==> src/rtl/switch_allocator_if.sv <==
// Allocator bus: per-input request/FIFO-head information in, per-output
// ownership, crossbar selects and transfer strobes out.
interface switch_allocator_if #(
  parameter int NPORT = 5
);
  logic [NPORT*NPORT-1:0] req;
  logic [NPORT-1:0]       valid;
  logic [3*NPORT-1:0]     flit_id;
  logic [NPORT-1:0]       out_ready;
  logic [NPORT*NPORT-1:0] grant;
  logic [3*NPORT-1:0]     xbar_sel;
  logic [NPORT-1:0]       rd_en;
  logic [NPORT-1:0]       out_valid;

  modport master (
    output req, valid, flit_id, out_ready,
    input  grant, xbar_sel, rd_en, out_valid
  );

  modport slave (
    input  req, valid, flit_id, out_ready,
    output grant, xbar_sel, rd_en, out_valid
  );
endinterface

==> src/rtl/switch_allocator.sv <==
// Wormhole switch allocator: one IDLE/BUSY FSM per output with round-robin
// arbitration among inputs presenting a HEADER flit; ownership ends on TAIL.
module switch_allocator #(
  parameter int         NPORT = 5,
  parameter logic [2:0] HDR   = 3'b001,
  parameter logic [2:0] BODY  = 3'b010,
  parameter logic [2:0] TAIL  = 3'b100
) (
  input logic               clk,
  input logic               rst,
  switch_allocator_if.slave sa
);
  typedef enum logic {IDLE = 1'b0, BUSY = 1'b1} state_t;
  localparam logic [2:0] NONE = 3'd7;

  if (HDR == BODY || HDR == TAIL || BODY == TAIL) begin : g_bad_codes
    $error("switch_allocator: flit_id codes must be distinct");
  end

  state_t                 state_q [NPORT];
  state_t                 state_d [NPORT];
  logic [2:0]             owner_q [NPORT];
  logic [2:0]             owner_d [NPORT];
  logic [2:0]             ptr_q   [NPORT];
  logic [2:0]             ptr_d   [NPORT];
  logic [NPORT*NPORT-1:0] grant_q, grant_d;
  logic [3*NPORT-1:0]     xbar_q, xbar_d;

  logic [NPORT-1:0]       low   [NPORT];
  logic [NPORT-1:0]       cand  [NPORT];
  logic [NPORT-1:0]       owned;
  logic [NPORT-1:0]       taken;
  logic [NPORT-1:0]       rd_en_c, out_valid_c;

  function automatic logic [2:0] wrap_inc(input logic [2:0] v);
    return (int'(v) + 1 >= NPORT) ? 3'd0 : v + 3'd1;
  endfunction

  // An input may claim only the lowest output in its route, and only when
  // it is not already streaming a packet through some output.
  always_comb begin
    owned = '0;
    for (int i = 0; i < NPORT; i++) begin
      low[i] = sa.req[i*NPORT +: NPORT] & (~sa.req[i*NPORT +: NPORT] + NPORT'(1));
      for (int o = 0; o < NPORT; o++)
        if (state_q[o] == BUSY && owner_q[o] == 3'(i)) owned[i] = 1'b1;
    end
    for (int o = 0; o < NPORT; o++) begin
      cand[o] = '0;
      for (int i = 0; i < NPORT; i++)
        cand[o][i] = sa.valid[i] && (sa.flit_id[i*3 +: 3] == HDR) && !owned[i] && low[i][o];
    end
  end

  always_comb begin
    int         idx;
    logic       found;
    logic [2:0] pick;
    idx         = 0;
    found       = 1'b0;
    pick        = 3'd0;
    taken       = '0;
    rd_en_c     = '0;
    out_valid_c = '0;
    for (int o = 0; o < NPORT; o++) begin
      state_d[o] = state_q[o];
      owner_d[o] = owner_q[o];
      ptr_d[o]   = ptr_q[o];
      if (state_q[o] == BUSY) begin
        for (int i = 0; i < NPORT; i++) begin
          if (owner_q[o] == 3'(i) && sa.valid[i] && sa.out_ready[o]) begin
            out_valid_c[o] = 1'b1;
            rd_en_c[i]     = 1'b1;
            if (sa.flit_id[i*3 +: 3] == TAIL) begin
              state_d[o] = IDLE;
              ptr_d[o]   = wrap_inc(owner_q[o]);
            end
          end
        end
      end else begin
        found = 1'b0;
        pick  = 3'd0;
        for (int k = 0; k < NPORT; k++) begin
          idx = int'(ptr_q[o]) + k;
          if (idx >= NPORT) idx = idx - NPORT;
          if (!found && cand[o][idx]) begin
            found = 1'b1;
            pick  = 3'(idx);
          end
        end
        // A lower output already took this input: stay idle this cycle.
        if (found && !taken[pick]) begin
          taken[pick] = 1'b1;
          state_d[o]  = BUSY;
          owner_d[o]  = pick;
        end
      end
    end
    if (rst) begin
      rd_en_c     = '0;
      out_valid_c = '0;
    end
  end

  always_comb begin
    grant_d = '0;
    xbar_d  = {NPORT{NONE}};
    for (int o = 0; o < NPORT; o++) begin
      if (state_d[o] == BUSY) begin
        xbar_d[o*3 +: 3] = owner_d[o];
        for (int i = 0; i < NPORT; i++)
          if (owner_d[o] == 3'(i)) grant_d[o*NPORT + i] = 1'b1;
      end
    end
  end

  // ---- allocation register stage ----
  always_ff @(posedge clk) begin
    if (rst) begin
      for (int o = 0; o < NPORT; o++) begin
        state_q[o] <= IDLE;
        owner_q[o] <= 3'd0;
        ptr_q[o]   <= 3'd0;
      end
      grant_q <= '0;
      xbar_q  <= {NPORT{NONE}};
    end else begin
      for (int o = 0; o < NPORT; o++) begin
        state_q[o] <= state_d[o];
        owner_q[o] <= owner_d[o];
        ptr_q[o]   <= ptr_d[o];
      end
      grant_q <= grant_d;
      xbar_q  <= xbar_d;
    end
  end

  assign sa.grant     = grant_q;
  assign sa.xbar_sel  = xbar_q;
  assign sa.rd_en     = rd_en_c;
  assign sa.out_valid = out_valid_c;
endmodule

==> src/flat_wrapper.sv <==
// flat-port wrapper written by rule: the top's interface ports become plain ports
module switch_allocator_flat 
#(
  parameter int         NPORT = 5,
  parameter logic [2:0] HDR   = 3'b001,
  parameter logic [2:0] BODY  = 3'b010,
  parameter logic [2:0] TAIL  = 3'b100
)
  (clk, rst, sa_req, sa_valid, sa_flit_id, sa_out_ready, sa_grant, sa_xbar_sel, sa_rd_en, sa_out_valid);
  switch_allocator_if #(.NPORT(NPORT)) sa_i ();
  input logic clk;
  input logic rst;
  input wire logic [$bits(sa_i.req)-1:0] sa_req;
  input wire logic [$bits(sa_i.valid)-1:0] sa_valid;
  input wire logic [$bits(sa_i.flit_id)-1:0] sa_flit_id;
  input wire logic [$bits(sa_i.out_ready)-1:0] sa_out_ready;
  output wire logic [$bits(sa_i.grant)-1:0] sa_grant;
  output wire logic [$bits(sa_i.xbar_sel)-1:0] sa_xbar_sel;
  output wire logic [$bits(sa_i.rd_en)-1:0] sa_rd_en;
  output wire logic [$bits(sa_i.out_valid)-1:0] sa_out_valid;
  assign sa_i.req = sa_req;
  assign sa_i.valid = sa_valid;
  assign sa_i.flit_id = sa_flit_id;
  assign sa_i.out_ready = sa_out_ready;
  assign sa_grant = sa_i.grant;
  assign sa_xbar_sel = sa_i.xbar_sel;
  assign sa_rd_en = sa_i.rd_en;
  assign sa_out_valid = sa_i.out_valid;
  switch_allocator #(.NPORT(NPORT), .HDR(HDR), .BODY(BODY), .TAIL(TAIL)) u_core (.clk(clk), .rst(rst), .sa(sa_i));
endmodule
==> config.mk <==
export PLATFORM = sky130hd
export DESIGN_NAME = switch_allocator_flat
export DESIGN_NICKNAME = d
export VERILOG_FILES = /design/src/rtl/switch_allocator_if.sv /design/src/rtl/switch_allocator.sv /design/src/flat_wrapper.sv
export SDC_FILE = /design/constraint.sdc
export NUM_CORES = 1
export LEC_CHECK = 0
export BUFFER_PORTS_ARGS = -buffer_cell sky130_fd_sc_hd__clkbuf_2
export CORE_AREA = 2 2 150 152
export CTS_CLUSTER_SIZE = 12
export DETAILED_ROUTE_END_ITERATION = 12
export DIE_AREA = 0 0 152 154
export PLACE_DENSITY = 0.68
export SYNTH_ARGS = -nofsm -noshare
export SYNTH_HDL_FRONTEND = slang
export SYNTH_SLANG_ARGS = --single-unit
==> constraint.sdc <==
create_clock -name clk -period 4.55 [get_ports clk]
set_input_delay 0.91 -clock clk [delete_from_list [all_inputs] [get_ports clk]]
set_output_delay 0.91 -clock clk [all_outputs]
set_load 0.005 [all_outputs]
==> results of run 1 <==
==> state kept, by name, summed over array words and instances (netlist names) <==
signal,cells
u_core.ptr_q,15
u_core.sa.grant,25
u_core.sa.xbar_sel,15
u_core.state_q,5
u_core.owner_q,15
==> placed cells by master, fill, tap and decap left out, drive strengths merged, types with 12 or more instances in the layout <==
| master | n |
|---|---|
| o21ai | 51 |
| ha | 73 |
| or4 | 12 |
| nand3b | 19 |
| nor2 | 121 |
| nand4 | 33 |
| and4 | 16 |
| nand3 | 55 |
| nor2b | 32 |
| o211ai | 15 |
| o22ai | 24 |
| a211oi | 27 |
| nor3 | 60 |
| dfxtp | 75 |
| nor4 | 18 |
| a21oi | 80 |
| and2 | 12 |
| inv | 86 |
| nand2 | 81 |
| clkbuf | 110 |
| a31oi | 30 |
| or3 | 20 |
| and3 | 26 |
| nor3b | 17 |
| buf | 35 |
| mux2i | 37 |
| xnor2 | 22 |
| nand2b | 27 |
==> through the flow <==
| step | instances | worst slack (ns) | power, µW | hold slack (ns) |
|---|---|---|---|---|
| global route | 1691 | 0.129 | 1790 | 0.577 |
| finish | 1691 | 0.438 | 1720 | 0.527 |
| floorplan | 1309 | 0.788 | 884 | 0.524 |
| global placement | 1675 | 0.551 | 1000 | 0.516 |
| CTS | 1691 | 0.516 | 1730 | 0.524 |
| detailed placement | 1675 | 0.506 | 1000 | 0.514 |
==> cell families after synthesis <==
| logic type | Yosys count | share of synthesized area, % |
|---|---|---|
| simple gates | 592 | 34.1 |
| fa+ha+maj | 78 | 10.5 |
| flops | 75 | 15.5 |
| mux | 46 | 4.88 |
| buf+inv | 135 | 5.76 |
| compound gates | 361 | 27.2 |
| xor+xnor | 22 | 2.00 |
==> power by group <==
group	total, µW	switching, µW	internal, µW	leakage (µW)
Combinational	305	195	110	0.00364
Sequential	693	20.1	673	0.000606
Clock	724	341	384	0.000141
Total	1720	556	1170	0.00439
==> worst max-delay path: stages, from the launching register on <==
cell,delay (ns)
sky130_fd_sc_hd__dfxtp_1,0.44
sky130_fd_sc_hd__inv_1,0.24
sky130_fd_sc_hd__ha_1,0.23
sky130_fd_sc_hd__inv_1,0.07
sky130_fd_sc_hd__ha_1,0.27
sky130_fd_sc_hd__a21oi_4,0.27
sky130_fd_sc_hd__mux2i_1,0.62
sky130_fd_sc_hd__nor4b_1,0.10
sky130_fd_sc_hd__o21ai_0,0.20
sky130_fd_sc_hd__nand4b_1,0.23
sky130_fd_sc_hd__or4_4,0.56
sky130_fd_sc_hd__o21a_1,0.23
sky130_fd_sc_hd__a221oi_2,0.31
sky130_fd_sc_hd__inv_2,0.07
sky130_fd_sc_hd__nor3b_1,0.18
==> metal layers <==
layer	wire length, µm	GRT usage (%)	up-vias
li1	-	-	5151
met1	14900	39.0	5156
met2	15300	45.4	569
met3	3020	4.79	88
met4	1290	11.1	2
met5	13	0	-
==> worst paths after layout <==
check                                         from                              end  slack [ns]  depth (start not counted)
setup / recovery  u_core.ptr_q[0][10]$_SDFFE_PP0P_   u_core.sa.grant[17]$_SDFF_PP0_        0.44                         14
hold / removal     u_core.ptr_q[0][3]$_SDFFE_PP0P_  u_core.ptr_q[0][3]$_SDFFE_PP0P_        0.53                          2
setup reg to reg  u_core.ptr_q[0][10]$_SDFFE_PP0P_   u_core.sa.grant[17]$_SDFF_PP0_        0.44                         14
hold reg to reg    u_core.ptr_q[0][3]$_SDFFE_PP0P_  u_core.ptr_q[0][3]$_SDFFE_PP0P_        0.53                          2
==> cell type report <==
class	count	area (µm²)
fillers	2189	10900
multi-input cells	1099	7600
flip-flops and latches	75	1500
repair buffers	136	768
well taps	280	350
inverters	85	319
clock buffers	9	225
clock inverters	7	70.1
==> impl_results.rst, run 1 <==
.. list-table::
   :header-rows: 1

   * - Metric
     - Value
   * - Post-synthesis instance area
     - 9660 µm²
   * - Final critical path time including I/O delays and setup
     - just over 4 ns
   * - Horizontal die dimension
     - around 150 µm
   * - Post-route fraction of the period consumed by the critical path
     - 90.4%
   * - Antenna viol nets, final
     - 0
   * - TritonCTS clock tree
     - yes
   * - Slew headroom
     - a little under half
   * - Post-synthesis cell type with the largest combined area
     - sky130_fd_sc_hd__dfxtp_1
   * - Run status
     - complete, no violations
   * - Final Hold Vio Count
     - 0
   * - Nature of the critical path startpoint
     - flop
   * - Die Span Y
     - ~150 µm
   * - Count of vias placed by the detailed router
     - between 10000 and 15000
   * - Worst endpoint data arrival time
     - about 4.4 ns
   * - Average instance area after synthesis
     - 7.38 µm²
   * - Final core area utilization
     - 50.0%
   * - Aggregate negative setup slack
     - 0 ns
   * - Area growth from synthesis to layout
     - 12.2%
   * - Peak VDD IR
     - between 0.00015 and 0.0002 V
   * - Core ar.
     - about 22000 µm²
   * - Antenna violations before repair
     - 1
   * - Actual slew at the worst max-slew pin
     - ~0.78 ns
   * - Cell count after synthesis
     - ~1300
   * - Critical path peak fanout
     - 10
   * - Fraction of layout cells with a size suffix above 1
     - between 10% and 20%
   * - Average detailed-routed wire length per instance
     - 20.5 µm
   * - Final setup violation count
     - 0
   * - Number of placement rows
     - 54
   * - Share of synthesized registers carrying an async set or reset
     - 0%
   * - Number of buffers inserted to repair setup after CTS
     - 0
   * - Synth unique cells
     - roughly 110
   * - Number of antenna diodes
     - 0
   * - Number of max-cap violations
     - 0
   * - First-pass GRT wire length
     - 54.9 mm
   * - Number of nets in the final layout
     - around 1500
   * - Endpoint kind of the worst setup timing path
     - flop
   * - Maximum operating frequency
     - ~240 MHz
   * - Clock tree skew after final layout
     - ~0.011 ns
   * - Number of iterations in the first detailed-routing pass
     - 6
   * - Post_cts resized
     - 0
   * - Number of warning messages in the yosys log
     - 0
   * - Area post-placement
     - 10500 µm²
   * - Most instantiated library cell after synthesis
     - sky130_fd_sc_hd__nor2_1
   * - Synthesized Nets
     - roughly 1400
   * - Class of the tightest hold or removal check
     - flop to flop
   * - H-tree levels
     - 3
   * - Worst endpoint required time
     - 4.84 ns
   * - Total wirelength of the detailed-routed design
     - between 30 and 40 mm
   * - Count of flip-flops with a built-in enable after synthesis
     - 0
   * - P_leak
     - between 0.004 and 0.005 µW
   * - Number of buffers created by CTS
     - 9
   * - CTS Root Buffer Type
     - sky130_fd_sc_hd__clkbuf_16
   * - Unrepaired setup endpoints after global routing
     - no
   * - Number of global-route vias before repair
     - about 10000
   * - Clock Path Buffers
     - 2
   * - #FFs+latches synth
     - 75
   * - Max Transition Viols Final
     - 0
   * - Total track usage
     - between 20 and 30%
   * - Final non-filler cell area
     - ~11000 µm²
   * - Effective utilization at floorplan
     - 44.5%
   * - Worst Path Class, Setup
     - flop to flop
   * - Number of violations reported at the end of detailed-routing iteration 0
     - 980
   * - Power Dens Cells
     - around 160 nW/µm²
   * - Top cell types by occurrence after synthesis
     - 120 x sky130_fd_sc_hd__nor2_1, 81 x sky130_fd_sc_hd__inv_1, 81 x sky130_fd_sc_hd__nand2_1
   * - Cells taking the most area after synthesis
     - sky130_fd_sc_hd__dfxtp_1 16%, sky130_fd_sc_hd__ha_1 9.5%, sky130_fd_sc_hd__nor2_1 4.7%
   * - Via/cell ratio
     - 6.48
   * - Hold buffer count at cts
     - 0
   * - CTS sink cnt
     - between 70 and 80
   * - Boundary pin count
     - just over 100
   * - Fraction of the yosys area taken by sequential cells
     - between 15 and 20%
   * - Register clock-pin slew on the reported worst setup and hold paths
     - approximately 0.070 ns
   * - Residual DRC
     - 0
   * - Placer Congestion
     - 0.981
   * - Overall overflow remaining after global route
     - 0
   * - Area of the die
     - between 20000 and 25000 µm²
   * - Hpwl dp
     - 27.5 mm
   * - Largest net degree at the start of global routing
     - 28
   * - Area share of the largest cell type after synthesis
     - 15.5%
   * - Clock Latency Late Sink
     - around 0.36 ns
   * - I/O Buffers
     - roughly 100
   * - Dominant register cell in the synthesized netlist
     - sky130_fd_sc_hd__dfxtp_1
Power figures use the tool's default switching activity.
==> inputs of run 2 (changes only) <==
--- a/config.mk
+++ b/config.mk
@@ -6,11 +6,11 @@
 export NUM_CORES = 1
 export LEC_CHECK = 0
 export BUFFER_PORTS_ARGS = -buffer_cell sky130_fd_sc_hd__clkbuf_2
-export CORE_AREA = 2 2 150 152
+export CORE_AREA = 2 2 130 132
 export CTS_CLUSTER_SIZE = 12
 export DETAILED_ROUTE_END_ITERATION = 12
-export DIE_AREA = 0 0 152 154
-export PLACE_DENSITY = 0.68
+export DIE_AREA = 0 0 132 134
+export PLACE_DENSITY = 0.85
 export SYNTH_ARGS = -nofsm -noshare
 export SYNTH_HDL_FRONTEND = slang
 export SYNTH_SLANG_ARGS = --single-unit
==> impl_results.rst, run 2 (synthesized netlist as in run 1, its figures left out) <==
.. list-table::
   :header-rows: 1

   * - Metric
     - Value
   * - Average detailed-routed wire length per instance
     - 20.3 µm (was 20.5 µm)
   * - Total routed wire length on the met1 layer
     - 14.0 mm (was 14.9 mm)
   * - Total wirelength of the detailed-routed design
     - 33.0 mm (was 34.6 mm)
   * - Antenna violations before repair
     - 0 (was 1)
   * - First-pass GRT wire length
     - 52.3 mm (was 54.9 mm)
   * - Met3 routed wirelength
     - 3.13 mm (was 3.02 mm)
   * - Class of the tightest hold or removal check
     - flop to flop (unchanged)
   * - Area growth from synthesis to layout
     - 10.9% (was 12.2%)
   * - Residual DRC
     - 0 (unchanged)
   * - Clock Path Buffers
     - 2 (unchanged)
   * - Power Dens Cells
     - 159 nW/µm² (about the same)
   * - Hold buffer count at cts
     - 0 (unchanged)
   * - Total power draw
     - 1700 µW (was 1720 µW)
   * - Clock Latency Late Sink
     - 0.36 ns (about the same)
   * - Final critical path time including I/O delays and setup
     - 4.11 ns (about the same)
   * - Most common library cell in the layout ignoring fill and taps
     - sky130_fd_sc_hd__nor2_1 (unchanged)
   * - Worst reg-to-reg path cell count
     - 12 (was 14)
   * - Via/cell ratio
     - 6.79 (was 6.48)
   * - Largest stage delay, worst path
     - 0.65 ns (was 0.62 ns)
   * - Reg-to-reg startpoint
     - u_core.owner_q[0][11]$_SDFF_PP0_ (was u_core.ptr_q[0][10]$_SDFFE_PP0P_)
   * - Worst endpoint data arrival time
     - 4.35 ns (was 4.40 ns)
   * - Number of nets in the final layout
     - 1531 (was 1536)
   * - Register clock-pin slew on the reported worst setup and hold paths
     - 0.07 ns (about the same)
   * - Post_cts resized
     - 0 (unchanged)
   * - Largest net degree at the start of global routing
     - 29 (was 28)
   * - Standard cell with the maximum stage delay on the critical path
     - sky130_fd_sc_hd__a222oi_1 (was sky130_fd_sc_hd__mux2i_1)
   * - CTS Root Buffer Type
     - sky130_fd_sc_hd__clkbuf_16 (unchanged)
   * - Sequential standard cell area
     - 1500 µm² (unchanged)
   * - Final setup violation count
     - 0 (unchanged)
   * - Number of buffers inserted to repair setup after CTS
     - 0 (unchanged)
   * - CTS sink cnt
     - 75 (unchanged)
   * - H-tree levels
     - 3 (unchanged)
   * - Hpwl dp
     - 25.8 mm (was 27.5 mm)
   * - Boundary pin count
     - 102 (unchanged)
   * - Timing startpoint of the critical path
     - u_core.owner_q[0][11]$_SDFF_PP0_ (was u_core.ptr_q[0][10]$_SDFFE_PP0P_)
   * - Top routing layer in use
     - met4 (was met5)
   * - Number of flip-flops under the largest register name
     - 25 (unchanged)
   * - Number of max-cap violations
     - 0 (unchanged)
   * - Effective utilization at floorplan
     - 59.3% (was 44.5%)
   * - I/O Buffers
     - 101 (unchanged)
   * - Peak VDD IR
     - 0.000205 V (was 0.000175 V)
   * - Number of global-route vias before repair
     - 10268 (was 10328)
   * - Core ar.
     - 16300 µm² (was 21700 µm²)
   * - Overall overflow remaining after global route
     - 0 (unchanged)
   * - Max Transition Viols Final
     - 0 (unchanged)
   * - Worst endpoint required time
     - 4.80 ns (was 4.84 ns)
   * - Commonest non-fill, non-tap cells in the layout
     - 120 x sky130_fd_sc_hd__nor2_1, 101 x sky130_fd_sc_hd__clkbuf_2, 81 x sky130_fd_sc_hd__inv_1, 81 x sky130_fd_sc_hd__nand2_1 (unchanged)
   * - Total track usage
     - 36.5% (was 28.7%)
   * - Endpoint kind of the worst setup timing path
     - flop (unchanged)
   * - Number of placement rows
     - 47 (was 54)
   * - Hold depth
     - 3 (was 2)
   * - Footprint of the multi-input gates
     - 7600 µm² (unchanged)
   * - Slew headroom
     - 48.0% (was 47.7%)
   * - HP Start
     - u_core.ptr_q[0][13]$_SDFFE_PP0P_ (was u_core.ptr_q[0][3]$_SDFFE_PP0P_)
   * - Actual slew at the worst max-slew pin
     - 0.779 ns (was 0.778 ns)
   * - Count of vias placed by the detailed router
     - 11043 (was 10966)
   * - Number of buffers created by CTS
     - 9 (unchanged)
   * - Run status
     - complete, no violations (unchanged)
   * - Area of the die
     - 17700 µm² (was 23400 µm²)
   * - Antenna viol nets, final
     - 0 (unchanged)
   * - Horizontal die dimension
     - 132 µm (was 152 µm)
   * - TritonCTS clock tree
     - yes (unchanged)
   * - Aggregate negative setup slack
     - 0 ns (unchanged)
   * - Final Hold Vio Count
     - 0 (unchanged)
   * - Number of violations reported at the end of detailed-routing iteration 0
     - 1045 (was 980)
   * - P_leak
     - 0.00436 µW (was 0.00439 µW)
   * - Met2 WL post-DR
     - 14.4 mm (was 15.3 mm)
   * - Die Span Y
     - 134 µm (was 154 µm)
   * - Maximum operating frequency
     - 244 MHz (was 243 MHz)
   * - Post-route fraction of the period consumed by the critical path
     - 90.2% (was 90.4%)
   * - Critical path peak fanout
     - 11 (was 10)
   * - Unrepaired setup endpoints after global routing
     - no (unchanged)
   * - Nature of the critical path startpoint
     - flop (unchanged)
   * - Clock tree skew after final layout
     - 0.0142 ns (was 0.0106 ns)
   * - Fraction of layout cells with a size suffix above 1
     - 14.7% (was 15.0%)
   * - Number of iterations in the first detailed-routing pass
     - 5 (was 6)
   * - Worst Path Class, Setup
     - flop to flop (unchanged)
   * - Filler instances
     - 1516 (was 2189)
   * - Cell-by-cell listing of the critical path
     - inv_1, ha_1, a222oi_1, nand4_1, a21oi_1, o41ai_1, nand2_1, a31oi_1, buf_4, o311ai_0, a2bb2oi_1, and3b_1 (was inv_1, ha_1, inv_1, ha_1, a21oi_4, mux2i_1, nor4b_1, o21ai_0, nand4b_1, or4_4, o21a_1, a221oi_2, inv_2, nor3b_1)
   * - Number of antenna diodes
     - 0 (unchanged)
   * - Placer Congestion
     - 1.02 (was 0.981)
[run 2: cell types whose count changed in the layout (fill, tap and decap cells not counted), sizes merged]
| cell | previous run | this run |
|---|---|---|
| buf | 35 | 30 |
| clkinvlp | 1 | 2 |
| inv | 86 | 87 |
| clkinv | 5 | 3 |
[run 2: cell type report]
type | instances | area share, %
clock buffer | 9 | 2.10
clock inverter | 7 | 0.537
inverter | 85 | 2.98
multi-input combinational | 1099 | 71.0
sequential | 75 | 14.0
tap | 220 | 2.57
timing repair buffer | 131 | 6.82
[run 2: through the flow]
stage | std cells | hold WS (ns) | setup slack, ns | instance area (µm²) | util, %
floorplan | 1309 | 0.524 | 0.788 | 9660 | -
global placement | 1610 | 0.628 | 0.480 | 10400 | 64.0
detailed placement | 1610 | 0.618 | 0.439 | 10400 | 64.0
CTS | 1626 | 0.636 | 0.551 | 10700 | 65.7
global route | 1626 | 0.668 | 0.0466 | 10700 | 65.7
finish | 1626 | 0.635 | 0.444 | 10700 | 65.7
[run 2: worst max-delay path, delay by kind of cell, from the launching register on]
kind            cells  cell delay, ns
buf+inv             2            0.27
fa+ha+maj           1            0.27
simple gates        3            0.95
compound gates      6            1.90
flops               1            0.60
[run 2: where the power goes]
group	internal (µW)	total, µW	leakage [µW]	switching [µW]
Combinational	108	299	0.00362	190
Sequential	673	693	0.000606	20.3
Clock	378	713	0.000135	335
[run 2: final timing paths]
kind,endpoint,slack [ns]
setup reg to reg,u_core.sa.grant[4]$_SDFF_PP0_,0.44
hold / removal,u_core.ptr_q[0][13]$_SDFFE_PP0P_,0.64
hold reg to reg,u_core.ptr_q[0][13]$_SDFFE_PP0P_,0.64
setup / recovery,u_core.sa.grant[4]$_SDFF_PP0_,0.44
[run 2: metal layers]
metal | track usage, % | vias up
met5 | 0 | -
met4 | 18.3 | 0
met3 | 7.37 | 122
met2 | 57.0 | 650
met1 | 47.9 | 5132
li1 | - | 5139
